**src/rtl/player_action_sched.sv**
```systemverilog
// Per-player action scheduler: buffers attack requests, sequences the attack
// engine, and applies recovery, hit-stun and KO lockout on the SCEN frame strobe.
module player_action_sched #(
  parameter int unsigned BUF_FRAMES     = 6,
  parameter int unsigned RECOVER_FRAMES = 4,
  parameter int unsigned HITSTUN_FRAMES = 12
) (
  input  logic       clk,
  input  logic       reset,
  input  logic       SCEN,
  input  logic       atk_req,
  input  logic       hit_in,
  input  logic       ko_in,
  input  logic       contact_in,
  input  logic       attack_busy,
  input  logic       attack_active,
  output logic       attack_enable,
  output logic       attack_start,
  output logic       attack_abort,
  output logic       move_enable,
  output logic       hitbox_live,
  output logic [2:0] state
);

  localparam logic [2:0] S_IDLE     = 3'd0;
  localparam logic [2:0] S_ATTACK   = 3'd1;
  localparam logic [2:0] S_RECOVERY = 3'd2;
  localparam logic [2:0] S_HITSTUN  = 3'd3;
  localparam logic [2:0] S_KO       = 3'd4;

  localparam logic [5:0] C_BUF = 6'(BUF_FRAMES);
  localparam logic [5:0] C_REC = 6'(RECOVER_FRAMES);
  localparam logic [5:0] C_HIT = 6'(HITSTUN_FRAMES);

  logic [2:0] r_state;
  logic       r_pending;
  logic [5:0] r_age;
  logic       r_hit_pend;
  logic [5:0] r_cnt;
  logic       r_contact;
  logic       r_abort;

  logic [2:0] w_next_state;
  logic [5:0] w_next_cnt;
  logic       w_consume;
  logic       w_atk_entry;
  logic       w_lock_now;
  logic       w_lock_next;
  logic       w_atk_accept;
  logic [5:0] w_age_inc;

  // Frame-level transition; ko_in outranks a pending hit, which outranks normal flow.
  always_comb begin
    w_next_state = r_state;
    w_next_cnt   = r_cnt;
    w_consume    = 1'b0;
    w_atk_entry  = 1'b0;
    if (SCEN) begin
      if (ko_in) begin
        w_next_state = S_KO;
      end else if (r_state != S_KO) begin
        if (r_hit_pend) begin
          w_next_state = S_HITSTUN;
          w_next_cnt   = C_HIT;
          w_consume    = 1'b1;
        end else begin
          case (r_state)
            S_IDLE: begin
              if (r_pending) begin
                w_next_state = S_ATTACK;
                w_consume    = 1'b1;
                w_atk_entry  = 1'b1;
              end
            end
            S_ATTACK: begin
              if (!attack_busy) begin
                if (C_REC == '0) begin
                  w_next_state = S_IDLE;
                end else begin
                  w_next_state = S_RECOVERY;
                  w_next_cnt   = C_REC;
                end
              end
            end
            S_RECOVERY, S_HITSTUN: begin
              if (r_cnt <= 6'd1) begin
                w_next_state = S_IDLE;
              end else begin
                w_next_cnt = r_cnt - 6'd1;
              end
            end
            default: w_next_state = S_IDLE;
          endcase
        end
      end
    end
  end

  // A request is dropped if we are locked out now or become locked out on this edge.
  assign w_lock_now   = (r_state == S_HITSTUN) || (r_state == S_KO);
  assign w_lock_next  = SCEN && ((w_next_state == S_HITSTUN) || (w_next_state == S_KO));
  assign w_atk_accept = atk_req && !w_lock_now && !w_lock_next;
  assign w_age_inc    = r_age + 6'd1;

  always_ff @(posedge clk or posedge reset) begin
    if (reset) begin
      r_state <= S_IDLE;
      r_cnt   <= '0;
      r_abort <= 1'b0;
    end else begin
      r_state <= w_next_state;
      r_cnt   <= w_next_cnt;
      r_abort <= (r_state == S_ATTACK) && w_lock_next;
    end
  end

  always_ff @(posedge clk or posedge reset) begin
    if (reset) begin
      r_pending <= 1'b0;
      r_age     <= '0;
    end else if (w_atk_accept) begin
      r_pending <= 1'b1;
      r_age     <= '0;
    end else if (w_consume) begin
      r_pending <= 1'b0;
      r_age     <= '0;
    end else if (SCEN && r_pending) begin
      if (w_age_inc >= C_BUF) begin
        r_pending <= 1'b0;
        r_age     <= '0;
      end else begin
        r_age <= w_age_inc;
      end
    end
  end

  always_ff @(posedge clk or posedge reset) begin
    if (reset) begin
      r_hit_pend <= 1'b0;
    end else if (hit_in) begin
      r_hit_pend <= 1'b1;
    end else if (SCEN) begin
      r_hit_pend <= 1'b0;
    end
  end

  // One contact per swing: latch holds until the next ATTACK entry.
  always_ff @(posedge clk or posedge reset) begin
    if (reset) begin
      r_contact <= 1'b0;
    end else if (w_atk_entry) begin
      r_contact <= 1'b0;
    end else if ((r_state == S_ATTACK) && contact_in) begin
      r_contact <= 1'b1;
    end
  end

  assign attack_start  = r_pending && (r_state == S_IDLE);
  assign attack_enable = (r_state == S_IDLE) || (r_state == S_ATTACK);
  assign move_enable   = (r_state == S_IDLE) && !r_pending;
  assign hitbox_live   = attack_active && (r_state == S_ATTACK) && !r_contact;
  assign attack_abort  = r_abort;
  assign state         = r_state;

endmodule

```
**config.mk**
```make
export PLATFORM = sky130hd
export DESIGN_NAME = player_action_sched
export DESIGN_NICKNAME = d
export VERILOG_FILES = /design/src/rtl/player_action_sched.sv
export SDC_FILE = /design/constraint.sdc
export NUM_CORES = 1
export LEC_CHECK = 0
export BUFFER_PORTS_ARGS = -buffer_cell sky130_fd_sc_hd__buf_2
export CORE_UTILIZATION = 50
export CTS_BUF_LIST = sky130_fd_sc_hd__clkbuf_8 sky130_fd_sc_hd__clkbuf_16
export DETAILED_ROUTE_END_ITERATION = 7
export PLACE_DENSITY = 0.74
export SKIP_LAST_GASP = 1
export SLEW_MARGIN = 5
export SYNTH_ARGS = -nofsm -noshare
export SYNTH_HDL_FRONTEND = slang
export SYNTH_SLANG_ARGS = --single-unit
```
**constraint.sdc**
```tcl
create_clock -name clk -period 1.7 [get_ports clk]
set_input_delay 0.34 -clock clk [delete_from_list [all_inputs] [get_ports clk]]
set_output_delay 0.34 -clock clk [all_outputs]
set_load 0.02 [all_outputs]
```
==> run_results.csv <==
group,metric,value,unit
sta,fin_skew,0.9248,ps
logic_synthesis,synth_nets,139,
power,clockPowerShare,0.164,
worst_hold_path,hold_class,"in2reg",
clock_tree,clk_pin_slew,70,ps
logic_synthesis,syn_avg_cell_area,9.136,µm²
critical_path,start_kind,"flip-flop",
power,power_frac_seq,0.327,
sta,post-route-period-util,1.006,
cells_and_area,final-instance-count-excl-fill,198,
clock_tree,cts_root_buffer,"clkbuf_8",
floorplanning,die_h,49.98,µm
route,ant_nets,0,
logic_synthesis,yosys.area.top_type_share,0.4130,
logic_synthesis,async_flop_share,1.000,
run_status,failed_checks,"setup timing",
logic_synthesis,synth.most_common_cell,"dfrtp_1",
logic_synthesis,yosysWarnings,0,
flow_run,max_cap_viol_count,0,
grt,grt_start_max_net_pins,14,
route,vias_per_cell,5.566,
grt,grt_usage,0.2506,
cells_and_area,syn2layout_area_growth,37.72,%
clock_tree,htreeDepth,1,
logic_synthesis,ys_seq_area_frac,0.4130,
grt,grt_antenna_before_repair,0,
placed_design,gp_congestion,0.9055,
cells_and_area,utilization,0.7236,
cells_and_area,layout.nets,184,
logic_synthesis,ys_ff_latch,19,
logic_synthesis,ys.flop_type,"dfrtp_1",
power,irDropWorstVdd,916.4,µV
logic_synthesis,syn_inst,126,
sta,rsz0062_at_grt,"yes",
clock_tree,max-clock-path-buffers,2,
route,vias,1102,
sta,relSlewSlack,0.7385,
critical_path,endpoint_kind,"flip-flop",
run_status,status,"complete, but fails checks",
cells_and_area,diodes,0,
route,drtPass1Iterations,5,
grt,grt_pass1_wl,4.781,mm
floorplanning,floorplan.initialDensity,0.5254,
sta,fin_crit,1711,ps
cells_and_area,stdcell_area,1585,µm²
logic_synthesis,synth_area_leaders,"dfrtp_1, ha_1, a21oi_1, nand2_1, nor2_1",
sta,final_hold_viol_count,0,
critical_path,critPathKind,"reg2reg",
logic_synthesis,syn-cell-area,1151,µm²
power,power_frac_comb,0.509,
power,swShare,0.3789,
floorplanning,die-area,2498,µm²
power,cell_internal_pwr,1.185,mW
floorplanning,die_w,49.98,µm
clock_tree,cts_tree,"yes",
sta,worst_pin_slew,386.8,ps
logic_synthesis,synth_cell_types,46,
placed_design,dpl.hpwl,2.140,mm
sta,final-max-slew-violation-count,0,
route,drt_iter0_drc,26,
route,drc,0,
critical_path,cp_max_fo,3,
floorplanning,rows,17,
power,p_switching,0.7226,mW
critical_path,rrSetupSlack,-10,ps
placed_design,portBuffers,16,
placed_design,dp.cells,186,
clock_tree,numCtsBuffers,3,
placed_design,placed_area,1404,µm²
power,p_leak,0.7666,nW
sta,layout_setup_ws,-10.55,ps
grt,overflow,0,
cells_and_area,n_fill_cell,157,
sta,setup_viol,2,
floorplanning,io_pins,17,
logic_synthesis,synth_edf_count,0,
cells_and_area,drive_gt1_frac,0.4000,
power,power_density,1203,nW/µm²
clock_tree,clk-insertion-delay-late,250,ps
grt,grt_pass1_vias,1129,
sta,max_freq,584.6,MHz
logic_synthesis,synth_top_area_cell,"dfrtp_1",
route,drt_wl_total,2.884,mm
floorplanning,coreArea,2191,µm²
logic_synthesis,synthTopCellsByCount,"dfrtp_1, nand2_1, nor2_1, a21oi_1, inv_1",
clock_tree,cts.sinks,19,
critical_path,critical_path_required,1840,ps
route,post_drt_wl_per_cell,14.57,µm
critical_path,worstPathArrival,1850,ps
timing repair:
| action | in CTS | in global routing |
|---|---|---|
| gates resized for setup | 7 | 8 |
| endpoints found under the hold margin | 3 | 0 |
| pin swaps | 1 | 3 |
| setup buffers | 3 | 4 |
| endpoints found under the setup margin | 5 | 10 |
| hold buffers | 1 | 0 |
final cells by class:
type                       count  area [µm²]  share of cell area
sequential                    19       476.7              0.3007
clock buffer                   3       41.29             0.02605
timing repair buffer          43       295.3              0.1863
clock inverter                 1       5.005            0.003157
multi-input combinational     96       701.9              0.4428
tap                           28       35.03             0.02210
inverter                       8       30.03             0.01894
logic make-up after synthesis:
group | after synthesis | synth area share
muxes | 1 | 0.009782
AOI/OAI and AO/OA | 36 | 0.2282
and+or+nand+nor | 54 | 0.2598
buffers and inverters | 11 | 0.03804
adders and majority gates | 4 | 0.04348
xor gates and xnor gates | 1 | 0.007610
DFF | 19 | 0.4130
state kept, by name (all words and copies together) (netlist names):
signal and count:
r_contact 1, r_age 6, r_pending 1, r_hit_pend 1, r_cnt 6, state 3, attack_abort 1
per-layer routing:
| layer | vias up | share of wire | GRT usage |
|---|---|---|---|
| li1 | 537 | - | - |
| met1 | 530 | 0.42 | 0.2996 |
| met2 | 31 | 0.54 | 0.4578 |
| met4 | 0 | 0.013 | 0.1000 |
| met3 | 4 | 0.029 | 0.01543 |
| met5 | - | 0 | 0 |
critical path, stage by stage, from the launching register on:
cell      delay [ps]
dfrtp_1          380
or2_4            260
o41ai_4          400
o221ai_2         160
and2_4           180
o2111a_1         220
per-stage QoR:
step                      total power, mW  worst slack, ps  hold WS, ps  setup TNS (ps)
after detailed placement            1.441           -83.36        278.7          -118.0
after CTS                           1.826           -15.28        261.0          -15.28
after global routing                2.031           -113.1        279.7          -535.7
after global placement              1.401           -18.76        271.1          -18.76
after floorplan                     1.136           -5.257        291.1          -5.257
final                               1.907           -10.55        269.3          -15.60
cell usage in the layout (no fill, tap or decap), types with 3 or more instances in the layout:
master	instances
nand2b_1	5
buf_2	15
buf_4	25
nand2_1	12
clkbuf_8	3
o21ai_0	6
dfrtp_1	18
nor2_1	10
and3_1	3
inv_1	8
a21oi_1	9
worst paths after layout:
| kind | endpoint | cells past startpoint | from |
|---|---|---|---|
| min in group asynchronous | r_age[3] | 3 | reset |
| setup / recovery | attack_abort | 5 | r_cnt[3] |
| setup reg to reg | attack_abort | 5 | r_cnt[3] |
| max in group asynchronous | state[2] | 4 | reset |
| hold reg to reg | r_age[5] | 1 | r_age[5] |
| hold / removal | r_hit_pend | 2 | hit_in |
power by group through the flow:
stage	sequential, mW	combinational [mW]	clock [mW]
finish	0.623	0.971	0.313
CTS	0.620	0.880	0.326
global placement	0.616	0.785	0
detailed placement	0.627	0.814	0
floorplan	0.668	0.468	0
global route	0.636	1.06	0.331
No activity file was read; power rests on OpenSTA's default activity.
